**config.mk**
```make
export PLATFORM = sky130hd
export DESIGN_NAME = seg_scan_ctrl_flat
export DESIGN_NICKNAME = d
export VERILOG_FILES = /design/src/rtl/seg_scan_if.sv /design/src/rtl/seg_scan_ctrl.sv /design/src/flat_wrapper.sv
export SDC_FILE = /design/constraint.sdc
export NUM_CORES = 1
export LEC_CHECK = 0
export ABC_AREA = 1
export CAP_MARGIN = 20
export CORE_MARGIN = 2
export CORE_UTILIZATION = 45
export CTS_BUF_LIST = sky130_fd_sc_hd__clkbuf_4 sky130_fd_sc_hd__clkbuf_8 sky130_fd_sc_hd__clkbuf_16
export DETAILED_ROUTE_END_ITERATION = 10
export DONT_BUFFER_PORTS = 1
export PLACE_DENSITY_LB_ADDON = 0.15
export SYNTH_ARGS = -nofsm -noshare
export SYNTH_HDL_FRONTEND = slang
export SYNTH_SLANG_ARGS = --single-unit
export TNS_END_PERCENT = 30
```
**constraint.sdc**
```tcl
create_clock -name clk_i -period 4.63 [get_ports clk_i]
set_input_delay 0.463 -clock clk_i [delete_from_list [all_inputs] [get_ports clk_i]]
set_output_delay 0.463 -clock clk_i [all_outputs]
set_load 0.01 [all_outputs]
```
**src/rtl/seg_scan_if.sv**
```systemverilog
// Bus between a digit-scan controller and the logic that feeds it frames and consumes
// the per-digit code, active-low select and decimal point.
interface seg_scan_if #(
  parameter int NUM_DIG = 6
) ();
  logic                   en;
  logic                   lz_en;
  logic                   load;
  logic [4*NUM_DIG-1:0]   data_in;
  logic [NUM_DIG-1:0]     dp_in;
  logic [3:0]             bin_data;
  logic [NUM_DIG-1:0]     sel_n;
  logic                   dp_n;
  logic                   frame_done;

  modport master (
    output en, lz_en, load, data_in, dp_in,
    input  bin_data, sel_n, dp_n, frame_done
  );

  modport slave (
    input  en, lz_en, load, data_in, dp_in,
    output bin_data, sel_n, dp_n, frame_done
  );
endinterface

```
**src/rtl/seg_scan_ctrl.sv**
```systemverilog
// Multiplexed common-anode 7-segment scan controller: one digit lit per slot with a
// dead-time gap, double-buffered frame data and optional leading-zero blanking.
module seg_scan_ctrl #(
  parameter int NUM_DIG   = 6,
  parameter int SCAN_DIV  = 50000,
  parameter int BLANK_CYC = 500
) (
  input  logic     clk_i,
  input  logic     rst_i,
  seg_scan_if.slave bus
);

  localparam int CW = (SCAN_DIV > 1) ? $clog2(SCAN_DIV) : 1;
  localparam int IW = (NUM_DIG > 1) ? $clog2(NUM_DIG) : 1;
  localparam logic [CW-1:0] BLANK_LAST = CW'(BLANK_CYC - 1);
  localparam logic [CW-1:0] SLOT_LAST  = CW'(SCAN_DIV - 1);
  localparam logic [IW-1:0] IDX_LAST   = IW'(NUM_DIG - 1);

  typedef enum logic [1:0] {
    IDLE  = 2'd0,
    BLANK = 2'd1,
    ON    = 2'd2
  } state_e;

  state_e                    state_q, state_d;
  logic [IW-1:0]             idx_q, idx_d;
  logic [CW-1:0]             cnt_q, cnt_d;
  logic [NUM_DIG-1:0][3:0]   disp_code_q, disp_code_d;
  logic [NUM_DIG-1:0]        disp_dp_q, disp_dp_d;
  logic [NUM_DIG-1:0][3:0]   shad_code_q, shad_code_d;
  logic [NUM_DIG-1:0]        shad_dp_q, shad_dp_d;
  logic                      pending_q, pending_d;
  logic [3:0]                bin_data_q, bin_data_d;
  logic [NUM_DIG-1:0]        sel_n_q, sel_n_d;
  logic                      dp_n_q, dp_n_d;
  logic                      frame_done_q, frame_done_d;
  logic                      boundary_s;
  logic [NUM_DIG-1:0]        blank_s;

  // A digit above 0 goes dark while it and everything to its left is a plain zero.
  function automatic logic [NUM_DIG-1:0] lz_mask(
    input logic [NUM_DIG-1:0][3:0] code,
    input logic [NUM_DIG-1:0]      dp,
    input logic                    lz
  );
    logic [NUM_DIG-1:0] mask;
    logic               zero_above;
    mask       = {NUM_DIG{1'b0}};
    zero_above = 1'b1;
    for (int k = NUM_DIG - 1; k > 0; k--) begin
      zero_above = zero_above & (code[k] == 4'd0) & ~dp[k];
      mask[k]    = lz & zero_above;
    end
    return mask;
  endfunction

  // Slot sequencer: blank dead-time, then on-time, then advance to the next digit.
  always_comb begin
    state_d    = state_q;
    idx_d      = idx_q;
    cnt_d      = cnt_q;
    boundary_s = 1'b0;
    if (!bus.en) begin
      state_d = IDLE;
      idx_d   = {IW{1'b0}};
      cnt_d   = {CW{1'b0}};
    end else begin
      case (state_q)
        IDLE: begin
          state_d = BLANK;
          idx_d   = {IW{1'b0}};
          cnt_d   = {CW{1'b0}};
        end
        BLANK: begin
          cnt_d   = cnt_q + 1'b1;
          state_d = (cnt_q == BLANK_LAST) ? ON : BLANK;
        end
        ON: begin
          if (cnt_q == SLOT_LAST) begin
            state_d = BLANK;
            cnt_d   = {CW{1'b0}};
            if (idx_q == IDX_LAST) begin
              idx_d      = {IW{1'b0}};
              boundary_s = 1'b1;
            end else begin
              idx_d = idx_q + 1'b1;
            end
          end else begin
            cnt_d = cnt_q + 1'b1;
          end
        end
        default: begin
          state_d = IDLE;
          idx_d   = {IW{1'b0}};
          cnt_d   = {CW{1'b0}};
        end
      endcase
    end
  end

  // Double buffer: loads land in the shadow, which only reaches the display at a frame edge.
  always_comb begin
    shad_code_d = bus.load ? bus.data_in : shad_code_q;
    shad_dp_d   = bus.load ? bus.dp_in   : shad_dp_q;
    pending_d   = bus.load | (pending_q & ~boundary_s);
    if (boundary_s && pending_q) begin
      disp_code_d = shad_code_q;
      disp_dp_d   = shad_dp_q;
    end else begin
      disp_code_d = disp_code_q;
      disp_dp_d   = disp_dp_q;
    end
  end

  // Pin values are derived from the next state so they change on the same edge as the FSM.
  always_comb begin
    blank_s      = lz_mask(disp_code_d, disp_dp_d, bus.lz_en);
    sel_n_d      = {NUM_DIG{1'b1}};
    dp_n_d       = 1'b1;
    bin_data_d   = bin_data_q;
    frame_done_d = boundary_s;
    for (int k = 0; k < NUM_DIG; k++) begin
      if ((state_d == ON) && (idx_d == IW'(k)) && !blank_s[k]) begin
        sel_n_d[k] = 1'b0;
        dp_n_d     = ~disp_dp_d[k];
      end else begin
        sel_n_d[k] = 1'b1;
      end
      // The code is latched as the slot's blank period starts, ahead of the select.
      if ((state_d == BLANK) && (state_q != BLANK) && (idx_d == IW'(k))) begin
        bin_data_d = disp_code_d[k];
      end else begin
        bin_data_d = bin_data_d;
      end
    end
  end

  // State and output registers.
  always_ff @(posedge clk_i) begin
    if (rst_i) begin
      state_q      <= IDLE;
      idx_q        <= {IW{1'b0}};
      cnt_q        <= {CW{1'b0}};
      disp_code_q  <= {(4*NUM_DIG){1'b0}};
      disp_dp_q    <= {NUM_DIG{1'b0}};
      shad_code_q  <= {(4*NUM_DIG){1'b0}};
      shad_dp_q    <= {NUM_DIG{1'b0}};
      pending_q    <= 1'b0;
      bin_data_q   <= 4'd0;
      sel_n_q      <= {NUM_DIG{1'b1}};
      dp_n_q       <= 1'b1;
      frame_done_q <= 1'b0;
    end else begin
      state_q      <= state_d;
      idx_q        <= idx_d;
      cnt_q        <= cnt_d;
      disp_code_q  <= disp_code_d;
      disp_dp_q    <= disp_dp_d;
      shad_code_q  <= shad_code_d;
      shad_dp_q    <= shad_dp_d;
      pending_q    <= pending_d;
      bin_data_q   <= bin_data_d;
      sel_n_q      <= sel_n_d;
      dp_n_q       <= dp_n_d;
      frame_done_q <= frame_done_d;
    end
  end

  assign bus.bin_data   = bin_data_q;
  assign bus.sel_n      = sel_n_q;
  assign bus.dp_n       = dp_n_q;
  assign bus.frame_done = frame_done_q;

endmodule

```
**src/flat_wrapper.sv**
```systemverilog
// flat-port wrapper written by rule: the top's interface ports become plain ports
module seg_scan_ctrl_flat 
#(
  parameter int NUM_DIG   = 6,
  parameter int SCAN_DIV  = 50000,
  parameter int BLANK_CYC = 500
)
  (clk_i, rst_i, bus_en, bus_lz_en, bus_load, bus_data_in, bus_dp_in, bus_bin_data, bus_sel_n, bus_dp_n, bus_frame_done);
  seg_scan_if #(.NUM_DIG(NUM_DIG)) bus_i ();
  input  logic clk_i;
  input  logic rst_i;
  input wire logic [$bits(bus_i.en)-1:0] bus_en;
  input wire logic [$bits(bus_i.lz_en)-1:0] bus_lz_en;
  input wire logic [$bits(bus_i.load)-1:0] bus_load;
  input wire logic [$bits(bus_i.data_in)-1:0] bus_data_in;
  input wire logic [$bits(bus_i.dp_in)-1:0] bus_dp_in;
  output wire logic [$bits(bus_i.bin_data)-1:0] bus_bin_data;
  output wire logic [$bits(bus_i.sel_n)-1:0] bus_sel_n;
  output wire logic [$bits(bus_i.dp_n)-1:0] bus_dp_n;
  output wire logic [$bits(bus_i.frame_done)-1:0] bus_frame_done;
  assign bus_i.en = bus_en;
  assign bus_i.lz_en = bus_lz_en;
  assign bus_i.load = bus_load;
  assign bus_i.data_in = bus_data_in;
  assign bus_i.dp_in = bus_dp_in;
  assign bus_bin_data = bus_i.bin_data;
  assign bus_sel_n = bus_i.sel_n;
  assign bus_dp_n = bus_i.dp_n;
  assign bus_frame_done = bus_i.frame_done;
  seg_scan_ctrl #(.NUM_DIG(NUM_DIG), .SCAN_DIV(SCAN_DIV), .BLANK_CYC(BLANK_CYC)) u_core (.clk_i(clk_i), .rst_i(rst_i), .bus(bus_i));
endmodule
```
==> results.sh <==
export IMPL_leakage_nw=1.97
export IMPL_start_util=0.458
export IMPL_htree_levels=3
export IMPL_path_max_fanout=44
export IMPL_clock_latency_ps=370
export IMPL_rr_endpoint="u_core.bus.dp_n$_SDFF_PP1_"
export IMPL_core_area_um2=9680
export IMPL_synth_edff_count=0
export IMPL_reg2reg_from="u_core.state_q[0]$_SDFF_PP0_"
export IMPL_worst_pin_slew_ps=924
export IMPL_worst_setup_path_type="reg -> reg"
export IMPL_die_h_um=103
export IMPL_drt_pass1_iter_count=5
export IMPL_drc=0
export IMPL_crit_path_end_kind="flop"
export IMPL_synthTopCellsByArea="dfxtp_1, nor2_1, nand2_1"
export IMPL_syn_inst=632
export IMPL_synth_seq_cells=94
export IMPL_finalNonFillerCells=757
export IMPL_die_area_um2=10700
export IMPL_clock_sinks=94
export IMPL_post_cts_setup_buffers=0
export IMPL_post_cts_resized=0
export IMPL_p_sw_w=0.000333
export IMPL_status="completed"
export IMPL_cts_hold_buffers=0
export IMPL_numCtsBuffers=9
export IMPL_areaGrowthSynthToFinish_pct=6.23
export IMPL_grt_overflow_total=0
export IMPL_root_buffer="clkbuf_8"
export IMPL_ys_warn_count=0
export IMPL_place_congestion=0.842
export IMPL_routed_wl_um=9910
export IMPL_endpoint="u_core.bus.dp_n$_SDFF_PP1_"
export IMPL_drtIter0Drc=177
export IMPL_power_frac_comb=0.038
export IMPL_ys_async_sr_fraction=0
export IMPL_grt_pass1_vias=3483
export IMPL_relSlewSlack=0.383
export IMPL_final_cell_mix="nor2_1, nand2_1, dfxtp_1, inv_1, o21ai_0"
export IMPL_min_from="rst_i"
export IMPL_synthesis_area_um2=4440
export IMPL_internal_power_w=0.00115
export IMPL_rsz0062_at_grt="false"
export IMPL_fillers=1003
export IMPL_die_w_um=103
export IMPL_grtUsageTotal=0.199
export IMPL_numPlacedInstances=741
export IMPL_r2r_cells=18
export IMPL_ant_nets=0
export IMPL_period_needed_ps=3320
export IMPL_cts_clk_slew_worst_paths_ps=80
export IMPL_cts_tree="built"
export IMPL_layout_commonest_cell="nor2_1"
export IMPL_maxSlewViolCount=0
export IMPL_powerDensity_nw_per_um2=314
export IMPL_period_share=0.717
export IMPL_clkPwrFrac=0.396
export IMPL_dp_hpwl_um=7250
export IMPL_ys_seq_area_frac=0.424
export IMPL_fin_nets=660
export IMPL_synth_main_ff_cell="dfxtp_1"
export IMPL_drv_cap=0
export IMPL_synth_top_area_cell="dfxtp_1"
export IMPL_syn_mean_instance_area_um2=7.02
export IMPL_cp_required_ps=4890
export IMPL_port_buffers=0
export IMPL_ios=47
export IMPL_power_w=0.00148
export IMPL_cp_arrival_ps=3580
export IMPL_clockBufferDepth=2
export IMPL_drt_wirelength_per_cell_um=13.1
export IMPL_yosys_cell_types_count=42
export IMPL_hold_path_class="in -> reg"
export IMPL_cp_start_kind="flop"
export IMPL_vias=3805
export IMPL_avgViaCountPerCell=5.03
export IMPL_n_antenna_cell=0
export IMPL_grt_pass1_wl_um=16300
export IMPL_switching_share=0.225
export IMPL_drive_gt1_frac=0.0737
export IMPL_syn_nets=672
export IMPL_p_seq_frac=0.566
export IMPL_rows=36
export IMPL_synth_top_area_share=0.424
export IMPL_grt_max_degree=46
export IMPL_hold_violations=0
export IMPL_antenna_found_initial=0
export IMPL_max_freq_mhz=301
export IMPL_setup_viol=0
export IMPL_r2r_slack_ps=1310
export IMPL_cp_startpoint="u_core.state_q[0]$_SDFF_PP0_"
export IMPL_fin_setup_tns_ps=0
export IMPL_ir_drop_v=0.000161
export IMPL_skew_ps=13.1
routing by layer:
metal | wire, µm | track usage | up-vias
li1 | - | - | 1988
met1 | 4520 | 0.248 | 1733
met2 | 4710 | 0.336 | 66
met3 | 432 | 0.0323 | 18
met4 | 248 | 0.0931 | 0
met5 | 0 | 0 | -
synth_stat cells, types with 4 or more instances:
master and n:
a21oi_1 31, buf_6 4, clkbuf_1 15, dfxtp_1 94
ha_1 5, inv_1 81, mux2i_1 5, nand2_1 110
nand2_2 5, nand3_1 37, nand4_1 16, nor2_1 118
nor2_2 6, nor3_1 11, nor3b_1 4, o21ai_0 46
o21ai_1 7
critical path: stages, from the launching register on:
cell and delay [ps]:
dfxtp_1 350, inv_1 90, ha_1 280, nand3_1 120, nor2_2 410, nand4_4 580
nand2_1 270, nand2_1 90, nor2_1 120, nand3_1 120, nor2_2 120, nand2_1 70
or2_1 250, nand3_1 90, nand2_1 60, clkinv_1 40, nand2_1 40, nand2_1 50
nand2_1 40
power groups by stage:
stage                     Combinational [W]  Clock [W]  Sequential, W
after CTS                         0.0000546   0.000603       0.000838
after global placement            0.0000527          0       0.000856
after detailed placement          0.0000542          0       0.000857
after floorplan                   0.0000528          0       0.000852
final                             0.0000567   0.000585       0.000838
after global routing              0.0000664   0.000631       0.000840
registers in the layout, summed over array words and instances (netlist names), 2 cells and up:
register and count:
u_core.disp_code_q 24, u_core.bus.sel_n 6, u_core.shad_dp_q 6, u_core.bus.bin_data 4, u_core.idx_q 3, u_core.state_q 2, u_core.shad_code_q 24, u_core.cnt_q 16
u_core.disp_dp_q 6
how the worst min path moves through the flow:
stage	end	slack, ps	cells past startpoint
5_1_grt	u_core.disp_code_q[2]$_SDFF_PP0_	140	1
4_1_cts	u_core.pending_q$_SDFF_PP0_	150	1
3_3_place_gp	u_core.cnt_q[0]$_SDFF_PP0_	430	1
2_1_floorplan	u_core.cnt_q[0]$_SDFF_PP0_	420	1
3_5_place_dp	u_core.cnt_q[0]$_SDFF_PP0_	440	1
6_report	u_core.state_q[1]$_SDFF_PP0_	170	1
logic make-up (layout without fill, tap and decap cells):
kind of cell             count (synthesis)  after routing  synth area share
buffers and inverters                  108            100            0.0998
adder cells (fa/ha/maj)                  5              5            0.0141
AO/OA/AOI/OAI                           93             93             0.112
XOR/XNOR                                 3              3           0.00592
AND/OR/NAND/NOR                        324            324             0.333
multiplexers                             5              5            0.0113
flip-flops                              94             94             0.424
layout make-up:
class | count | area, µm² | area share
clock inverters | 6 | 86.3 | 0.0183
multi-input cells | 430 | 2110 | 0.448
inverters | 84 | 315 | 0.0669
clock buffers | 9 | 124 | 0.0263
flip-flops and latches | 94 | 1880 | 0.399
repair buffers | 1 | 27.5 | 0.00584
well taps | 133 | 166 | 0.0353
metrics by stage:
stage	setup slack (ps)	instance area [µm²]	hold WS (ps)	util
floorplan	2360	4440	418	-
detailed placement	1300	4480	441	0.462
global placement	1470	4480	430	0.462
global route	886	4720	143	0.487
CTS	1280	4690	150	0.484
finish	1310	4720	166	0.487
Power figures use the tool's default switching activity.
